File: src/rtl/egress_arbiter.sv
`default_nettype none
// ============================================================================
// Module   : egress_arbiter
// Brief    : 4-channel round-robin FIFO drain with 1-cycle delivery and
//            saturating per-channel delivery counters.
// Revision : 1.0 - initial release
// ============================================================================
module egress_arbiter #(
    parameter int WORD_SIZE = 12,
    parameter int INDEX     = 2,
    parameter int CNT_W     = 5
) (
    input  logic                 clk,
    input  logic                 reset,
    input  logic                 enable,
    input  logic [3:0]           fifo_empty,
    input  logic [WORD_SIZE-1:0] data_in_S0,
    input  logic [WORD_SIZE-1:0] data_in_S1,
    input  logic [WORD_SIZE-1:0] data_in_S2,
    input  logic [WORD_SIZE-1:0] data_in_S3,
    input  logic                 sink_pause,
    input  logic                 req,
    input  logic [INDEX-1:0]     idx,
    output logic [3:0]           pop,
    output logic [WORD_SIZE-1:0] data_out,
    output logic                 valid_out,
    output logic [INDEX-1:0]     src_out,
    output logic [CNT_W-1:0]     cuenta,
    output logic                 cuenta_valid,
    output logic [1:0]           state
);

    localparam logic [1:0] c_ST_RESET  = 2'd0;
    localparam logic [1:0] c_ST_IDLE   = 2'd1;
    localparam logic [1:0] c_ST_ACTIVE = 2'd2;

    logic [1:0]           r_state;
    logic [1:0]           w_state_nxt;
    logic [3:0]           r_pop_d;
    logic [1:0]           r_ptr;
    logic [3:0]           w_elig;
    logic [3:0]           w_pop;
    logic [1:0]           w_gnt_ch;
    logic [1:0]           w_ch;
    logic                 w_found;
    logic [1:0]           w_dlv_ch;
    logic [WORD_SIZE-1:0] w_dlv_word;
    logic [WORD_SIZE-1:0] r_data_hold;
    logic [INDEX-1:0]     r_src_hold;
    logic [CNT_W-1:0]     w_cnt [4];
    logic [CNT_W-1:0]     r_cuenta;
    logic                 r_cuenta_valid;

    always_ff @(posedge clk or posedge reset) begin
        if (reset) r_state <= c_ST_RESET;
        else       r_state <= w_state_nxt;
    end

    always_comb begin
        w_state_nxt = c_ST_RESET;
        case (r_state)
            c_ST_RESET:  w_state_nxt = c_ST_IDLE;
            c_ST_IDLE:   w_state_nxt = enable ? c_ST_ACTIVE : c_ST_IDLE;
            c_ST_ACTIVE: w_state_nxt = enable ? c_ST_ACTIVE : c_ST_IDLE;
            default:     w_state_nxt = c_ST_RESET;
        endcase
    end

    // Last cycle's grant is masked: its empty flag may not yet reflect the pop.
    always_comb begin
        w_elig   = ~fifo_empty & ~r_pop_d &
                   {4{(r_state == c_ST_ACTIVE) && !sink_pause}};
        w_pop    = '0;
        w_gnt_ch = r_ptr;
        w_found  = 1'b0;
        w_ch     = '0;
        for (int o = 0; o < 4; o++) begin
            w_ch = r_ptr + 2'(o);
            if (!w_found && w_elig[w_ch]) begin
                w_pop[w_ch] = 1'b1;
                w_gnt_ch    = w_ch;
                w_found     = 1'b1;
            end
        end
    end

    always_ff @(posedge clk or posedge reset) begin
        if (reset) begin
            r_pop_d <= '0;
            r_ptr   <= '0;
        end else begin
            r_pop_d <= w_pop;
            if (w_found) r_ptr <= w_gnt_ch + 2'd1;
        end
    end

    always_comb begin
        w_dlv_ch = 2'd0;
        case (r_pop_d)
            4'b0010: w_dlv_ch = 2'd1;
            4'b0100: w_dlv_ch = 2'd2;
            4'b1000: w_dlv_ch = 2'd3;
            default: w_dlv_ch = 2'd0;
        endcase
    end

    always_comb begin
        w_dlv_word = data_in_S0;
        case (w_dlv_ch)
            2'd1:    w_dlv_word = data_in_S1;
            2'd2:    w_dlv_word = data_in_S2;
            2'd3:    w_dlv_word = data_in_S3;
            default: w_dlv_word = data_in_S0;
        endcase
    end

    // Upstream read data is only valid the cycle after the pop, so the word
    // is passed through combinationally and captured for the hold value.
    always_ff @(posedge clk or posedge reset) begin
        if (reset) begin
            r_data_hold <= '0;
            r_src_hold  <= '0;
        end else if (valid_out) begin
            r_data_hold <= w_dlv_word;
            r_src_hold  <= INDEX'(w_dlv_ch);
        end
    end

    for (genvar k = 0; k < 4; k++) begin : g_cnt
        logic [CNT_W-1:0] r_val;
        always_ff @(posedge clk or posedge reset) begin
            if (reset)
                r_val <= '0;
            else if (valid_out && (w_dlv_ch == 2'(k)) && (r_val != '1))
                r_val <= r_val + CNT_W'(1);
        end
        assign w_cnt[k] = r_val;
    end

    always_ff @(posedge clk or posedge reset) begin
        if (reset) begin
            r_cuenta       <= '0;
            r_cuenta_valid <= 1'b0;
        end else begin
            r_cuenta_valid <= req;
            if (req) r_cuenta <= w_cnt[idx[1:0]];
        end
    end

    assign pop          = w_pop;
    assign valid_out    = |r_pop_d;
    assign data_out     = valid_out ? w_dlv_word : r_data_hold;
    assign src_out      = valid_out ? INDEX'(w_dlv_ch) : r_src_hold;
    assign cuenta       = r_cuenta;
    assign cuenta_valid = r_cuenta_valid;
    assign state        = r_state;

endmodule
`default_nettype wire

File: config.mk
export PLATFORM = sky130hd
export DESIGN_NAME = egress_arbiter
export DESIGN_NICKNAME = d
export VERILOG_FILES = /design/src/rtl/egress_arbiter.sv
export SDC_FILE = /design/constraint.sdc
export NUM_CORES = 1
export LEC_CHECK = 0
export CAP_MARGIN = 20
export CORE_MARGIN = 1
export CORE_UTILIZATION = 50
export CTS_BUF_LIST = sky130_fd_sc_hd__clkbuf_4 sky130_fd_sc_hd__clkbuf_8 sky130_fd_sc_hd__clkbuf_16
export DETAILED_ROUTE_END_ITERATION = 12
export PLACE_DENSITY = 0.8
export SLEW_MARGIN = 20
export SYNTH_ARGS = -nofsm -noshare
export SYNTH_HDL_FRONTEND = slang
export SYNTH_SLANG_ARGS = --single-unit
File: constraint.sdc
create_clock -name clk -period 4.7 [get_ports clk]
set_clock_uncertainty 0.2 [all_clocks]
set_input_delay 1.175 -clock clk [delete_from_list [all_inputs] [get_ports clk]]
set_output_delay 1.175 -clock clk [all_outputs]
set_load 0.02 [all_outputs]
==> results of run 1 <==
==> per-layer routing <==
metal	GRT usage	vias to the layer above	part of all wire
li1	-	1269	-
met1	0.348	1261	0.43
met2	0.435	99	0.49
met3	0.0616	9	0.061
met4	0.0574	0	0.013
met5	0	-	0
==> report_power, final <==
group / total [mW] / switching, mW / internal [mW]
combinational: 1.41 / 0.765 / 0.644
sequential: 0.656 / 0.105 / 0.552
clock: 0.250 / 0.133 / 0.117
==> through the flow <==
stage                     hold WS, ps   util  cells  power (mW)  area (um2)
after floorplan                   254      -    278        1.48        2930
after global placement            278  0.719    445        2.02        4010
after detailed placement          292  0.719    445        2.05        4010
after CTS                         304  0.740    452        2.32        4130
after global routing              311  0.742    452        2.50        4130
final                             306  0.742    452        2.32        4130
==> worst register-to-register path, delay by kind of cell (launching register included) <==
| family | cells | cell delay, ps |
|---|---|---|
| DFF | 1 | 410 |
| muxes | 2 | 830 |
| AOI/OAI and AO/OA | 2 | 530 |
| buffers and inverters | 2 | 250 |
| and+or+nand+nor | 1 | 510 |
| adders and majority gates | 1 | 320 |
==> cell usage in the layout (no fill, tap or decap), types with 2 or more instances in the layout <==
master and count:
nor3b_1 3, or4b_4 3, a211o_1 2, a31oi_1 13, o21ai_0 3, mux2i_1 2
nand2b_1 2, inv_1 4, nor3_1 7, nor4b_2 6, clkbuf_8 6, clkdlybuf4s50_1 80
a222oi_1 12, nor2b_1 5, o211ai_1 2, buf_2 3, nand2_1 25, nor2_1 21
nand3_1 2, xor2_1 4, o21ai_1 4, mux2_2 12, ha_1 19, mux4_2 7
a21oi_1 4, or2_2 2, o21a_1 2, a22oi_1 9, dfrtp_1 48, xnor2_1 10
nand4_1 5, buf_4 24, and2_1 2, and3_1 5
==> repair_timing <==
action | CTS | global route
pin swaps | 1 | 0
gates resized for setup | 32 | 2
endpoints found under the setup margin | 4 | 4
==> worst min-delay path by stage <==
stage / start / end / slack, ps / depth (start not counted)
6_report: g_cnt[0].r_val[3] / g_cnt[0].r_val[3] / 310 / 1
5_1_grt: g_cnt[0].r_val[3] / g_cnt[0].r_val[3] / 310 / 1
4_1_cts: g_cnt[3].r_val[3] / g_cnt[3].r_val[3] / 300 / 1
3_5_place_dp: g_cnt[3].r_val[3] / g_cnt[3].r_val[3] / 290 / 1
3_3_place_gp: g_cnt[3].r_val[3] / g_cnt[3].r_val[3] / 280 / 1
2_1_floorplan: g_cnt[3].r_val[3] / g_cnt[3].r_val[3] / 250 / 1
==> sequential cells by signal (all words and copies together), names as in the netlist <==
name          cells
state             2
r_pop_d           4
g_cnt.r_val      20
cuenta_valid      1
cuenta            5
r_data_hold      12
r_ptr             2
r_src_hold        2
==> final cells by class <==
cell class / count / area share
clock buffers: 6 / 0.0200
well taps: 72 / 0.0218
multi-input cells: 210 / 0.414
flip-flops and latches: 48 / 0.291
repair buffers: 109 / 0.246
inverters: 6 / 0.00575
clock inverters: 1 / 0.00212
==> cell families (layout without fill, tap and decap cells) <==
family                   Yosys count  in the layout
XOR/XNOR                          14             14
AO/OA/AOI/OAI                     60             60
buffers and inverters             20            122
adder cells (fa/ha/maj)           19             19
AND/OR/NAND/NOR                   96             96
multiplexers                      21             21
flip-flops                        48             48
==> metrics.txt, run 1 <==
Pre-antenna DRT Iters 6; Crit path largest cell delay about 520 ps; deepest clock path buffer count 2; Die ar. between 0.006 and 0.007 mm2; cell with the largest stage delay on the worst path clkdlybuf4s50_1; endpoint class of the critical path primary output; RSZ-0062 raised after global routing no; xor/xnor cell area share of the yosys netlist 0.0419; combinational family with the most area after synthesis simple AND/OR/NAND/NOR gates; maximum ir drop on the vdd rail slightly above 400 uV; cell area power density roughly 560 mW/mm2; count of cell instances traversed by the critical path 8; share of post-route cells with drive strength above 1 0.189; leakage power 1.81 nW; post-cts hold buffer count 0; multiplexer fraction of the synthesized cell area 0.107; Core ar. about 0.0056 mm2; crit path to pop[3]; detailed-placement wirelength estimate roughly 5.6 mm; global-route wire length before repair about 13 mm; number of flip-flops and latches in the synthesized netlist between 40 and 50; worst reg2reg startpoint state[0]; simple-gate area share of the yosys netlist 0.179; Vias per Instance 5.84; Async SR Flop Fraction 1.00; yosys synthesis warning count 0; critical path class input pin to primary output; count of final max-slew check failures 0; sequential cell area between 0.001 and 0.0015 mm2; largest cells by area after synthesis dfrtp_1, ha_1, mux4_2; Main synth FF type dfrtp_1; cell count after synthesis approximately 280; number of synthesized flops with an enable pin 0; worst endpoint data arrival time around 3300 ps; top-count cell post-synth dfrtp_1; capture instance of the worst register-to-register path r_ptr[1]; Seq/Total Area, Yosys 0.410; ANT nets after route 0; Area Overhead vs Synth 41.1%; most common library cells after synthesis dfrtp_1, nand2_1, nor2_1; MaxCap Viol Count 0; Max Freq ~0.22 GHz; syn_nets ~360; crit-path leading delay family buffers and inverters; multi-input logic area 0.00171 mm2; global-route total usage across every layer 0.262; most numerous cell on the critical path buf_4; antenna violations before repair 0; count of final hold-check violations 0; total of endpoints with negative setup slack in the final report 0; number of sinks driven by the clock tree 48; CTS clock-pin slew for the worst setup and hold paths 90 ps; worst setup timing slack at the placement stage -614 ps; Port Buffers 85; via count ~2600; total overflow reported by the global router 0; synthesized-area fraction occupied by ao, oa, aoi and oai cells 0.153; Hold WC Path Type flip-flop to flip-flop; number of DRC violations after detailed routing 0; pin count of the biggest net entering global routing 49; CTS tree yes; Max Fanout on Critical Path 12; remaining max-slew budget at the tightest pin 0.470; fill cell instance count of the final layout 422; worst reg-to-reg setup slack roughly 1600 ps; Die Ht slightly below 80 um; worst-case reg-to-reg path depth 8; GPL Wtd Cong around 0.90; I/O pin count 86; post-route clock period utilization 0.983; buffer cell driving the clock tree root clkbuf_8; kind of start point of the critical path input pin; buffers inserted during post-CTS setup optimization 0; drt wl/cell approximately 16 um; slew at the pin closest to its max-slew limit roughly 800 ps; Buf+Inv Stages, Crit Path 4; post-layout net count about 460; fraction of synthesized cell area taken by the top area cell type 0.410; Netlist Area Pre-Place 0.00293 mm2; startpoint of the worst setup timing path fifo_empty[0]; leading area contributor after synthesis dfrtp_1; run status complete, no violations; number of global-route vias before repair 2689; total clock buffers created by CTS 5; final worst setup slack about 80 ps; later-pin clock latency in the skew report just under 300 ps; CP cell instances clkdlybuf4s50_1 -> nor4b_2 -> buf_4 -> mux4_2 -> buf_4 -> a22oi_1 -> o21ai_1 -> clkdlybuf4s15_2; number of DRC markers after the initial detailed-route iteration 216; horizontal extent of the die around 79 um; Post-Syn Area per Cell 10.5 um2; starting density of the core 0.525; critical path data required time about 3300 ps; Routed WL ~7.3 mm; site row count 27; final sum of negative setup slack 0 ps; CTS H-tree lvls 2; Synth Area in Adders 0.0812; distinct cell type count of the synthesized netlist 45; clock period minus worst slack approximately 4600 ps; antenna cells 0
Power figures use the tool's default switching activity.
==> run 2, diff against run 1 <==
--- a/config.mk
+++ b/config.mk
@@ -10,6 +10,7 @@
 export CORE_UTILIZATION = 50
 export CTS_BUF_LIST = sky130_fd_sc_hd__clkbuf_4 sky130_fd_sc_hd__clkbuf_8 sky130_fd_sc_hd__clkbuf_16
 export DETAILED_ROUTE_END_ITERATION = 12
+export MAX_ROUTING_LAYER = met4
 export PLACE_DENSITY = 0.8
 export SLEW_MARGIN = 20
 export SYNTH_ARGS = -nofsm -noshare
==> metrics.txt, run 2 (same netlist as run 1, synthesis figures left out) <==
run status complete, no violations (unchanged); detailed-placement wirelength estimate 5.73 mm (was 5.59 mm); Max Freq 0.217 GHz (was 0.216 GHz); hold path startpoint g_cnt[3].r_val[3] (was g_cnt[0].r_val[3]); buffer cell driving the clock tree root clkbuf_8 (unchanged); Core ar. 0.00557 mm2 (unchanged); post-layout net count 460 (was 458); total of endpoints with negative setup slack in the final report 0 (unchanged); number of DRC violations after detailed routing 0 (unchanged); worst-case reg-to-reg path depth 8 (unchanged); worst reg2reg startpoint state[0] (unchanged); Crit path largest cell delay 530 ps (was 520 ps); Largest Register g_cnt.r_val (unchanged); global-route total usage across every layer 0.275 (was 0.262); CTS clock-pin slew for the worst setup and hold paths 90 ps (about the same); cell with the largest stage delay on the worst path clkdlybuf4s50_1 (unchanged); critical path class input pin to primary output (unchanged); worst endpoint data arrival time 3240 ps (was 3250 ps); pin count of the biggest net entering global routing 49 (unchanged); number of global-route vias before repair 2696 (was 2689); number of sinks driven by the clock tree 48 (unchanged); count of final hold-check violations 0 (unchanged); Vias per Instance 5.91 (was 5.84); number of DRC markers after the initial detailed-route iteration 238 (was 216); site row count 27 (unchanged); deepest clock path buffer count 2 (unchanged); Pre-antenna DRT Iters 4 (was 6); remaining max-slew budget at the tightest pin 0.497 (was 0.470); starting density of the core 0.525 (unchanged); cell area power density 567 mW/mm2 (was 560 mW/mm2); Area Overhead vs Synth 43.1% (was 41.1%); antenna violations before repair 0 (unchanged); CP cell instances clkdlybuf4s50_1 -> nor4b_2 -> buf_4 -> mux4_2 -> buf_4 -> a22oi_1 -> o21ai_1 -> clkdlybuf4s15_2 (unchanged); crit-path leading delay family buffers and inverters (unchanged); drt wl/cell 16.4 um (was 16.2 um); horizontal extent of the die 78.5 um (unchanged); number of placed instances, taps included 446 (was 445); most common cell after layout, fill and taps aside clkdlybuf4s50_1 (unchanged); via count 2691 (was 2638); critical path data required time 3320 ps (about the same); Port Buffers 85 (unchanged); Max Fanout on Critical Path 12 (unchanged); I/O pin count 86 (unchanged); share of post-route cells with drive strength above 1 0.193 (was 0.189); clock period minus worst slack 4610 ps (was 4620 ps); global-route wire length before repair 12.7 mm (was 12.6 mm); total clock buffers created by CTS 5 (unchanged); worst reg-to-reg setup slack 1600 ps (was 1560 ps); total power draw 2.38 mW (was 2.32 mW); Die Ht 78.5 um (unchanged); post-route clock period utilization 0.982 (was 0.983); Die ar. 0.00617 mm2 (unchanged); Buf+Inv Stages, Crit Path 4 (unchanged); MaxCap Viol Count 0 (unchanged); final cell count without fillers 455 (was 452); maximum ir drop on the vdd rail 467 uV (was 416 uV); most numerous cell on the critical path buf_4 (unchanged); Hold Crit Endpoint g_cnt[3].r_val[3] (was g_cnt[0].r_val[3]); CTS tree yes (unchanged); hold path cells 1 (unchanged); ANT nets after route 0 (unchanged); total overflow reported by the global router 0 (unchanged); max reg flops 20 (unchanged); commonest non-fill, non-tap cells in the layout clkdlybuf4s50_1, dfrtp_1, nand2_1, buf_4, nor2_1 (was clkdlybuf4s50_1, dfrtp_1, nand2_1); CTS H-tree lvls 2 (unchanged); antenna cells 0 (unchanged); Hold WC Path Type flip-flop to flip-flop (unchanged); slew at the pin closest to its max-slew limit 755 ps (was 794 ps); post-cts hold buffer count 0 (unchanged); Routed WL 7.48 mm (was 7.32 mm); buffers inserted during post-CTS setup optimization 0 (unchanged); RSZ-0062 raised after global routing no (unchanged); endpoint class of the critical path primary output (unchanged); later-pin clock latency in the skew report 300 ps (was 290 ps); leakage power 1.82 nW (was 1.81 nW); count of final max-slew check failures 0 (unchanged); GPL Wtd Cong 0.870 (was 0.900); kind of start point of the critical path input pin (unchanged); capture instance of the worst register-to-register path r_ptr[1] (unchanged)
==> run 2: repair_timing <==
item	4_1_cts	5_1_grt
cloned	0	0
endpoints found under the setup margin	4	4
hold endpoints to repair	0	0
gates resized for setup	19	10
==> run 2: worst max path at each step <==
stage	startpoint	endpoint	slack (ps)	cells after the start
2_1_floorplan	sink_pause	pop[0]	310	7
3_3_place_gp	sink_pause	pop[2]	-590	9
3_5_place_dp	sink_pause	pop[0]	-660	9
4_1_cts	fifo_empty[0]	pop[3]	2	8
5_1_grt	sink_pause	pop[1]	5	8
6_report	fifo_empty[0]	pop[0]	90	8
==> run 2: power breakdown <==
group,switching [mW],internal (mW),total (mW)
combinational,0.764,0.649,1.41
clock,0.143,0.160,0.303
sequential,0.109,0.552,0.661
total,1.02,1.36,2.38
==> run 2: per-layer routing <==
metal | vias up | global-route usage | share of wire
li1 | 1274 | - | -
met3 | 11 | 0.0419 | 0.057
met5 | - | - | 0
met1 | 1295 | 0.356 | 0.43
met4 | 0 | 0.0907 | 0.017
met2 | 111 | 0.443 | 0.50
==> run 2: worst reg2reg max path, delay by kind of cell, from the launching register on <==
| family | cells | cell delay [ps] |
|---|---|---|
| simple gates | 1 | 510 |
| compound gates | 2 | 480 |
| mux | 2 | 820 |
| flops | 1 | 410 |
| buf+inv | 2 | 250 |
| fa+ha+maj | 1 | 340 |
==> run 2: through the flow <==
| step | setup TNS [ps] | util | worst slack [ps] | instance area [um2] | hold slack [ps] |
|---|---|---|---|---|---|
| floorplan | 0 | - | 313 | 2930 | 254 |
| global placement | -2330 | 0.721 | -586 | 4020 | 278 |
| detailed placement | -2590 | 0.721 | -656 | 4020 | 286 |
| CTS | 0 | 0.745 | 1.56 | 4150 | 302 |
| global route | 0 | 0.752 | 4.77 | 4190 | 320 |
| finish | 0 | 0.752 | 86.3 | 4190 | 305 |
==> run 2: layout make-up <==
class	count	area [um2]
repair buffers	111	1060
clock inverters	3	46.3
flip-flops and latches	48	1200
fillers	390	1380
well taps	72	90.1
clock buffers	5	68.8
inverters	6	22.5
multi-input cells	210	1710
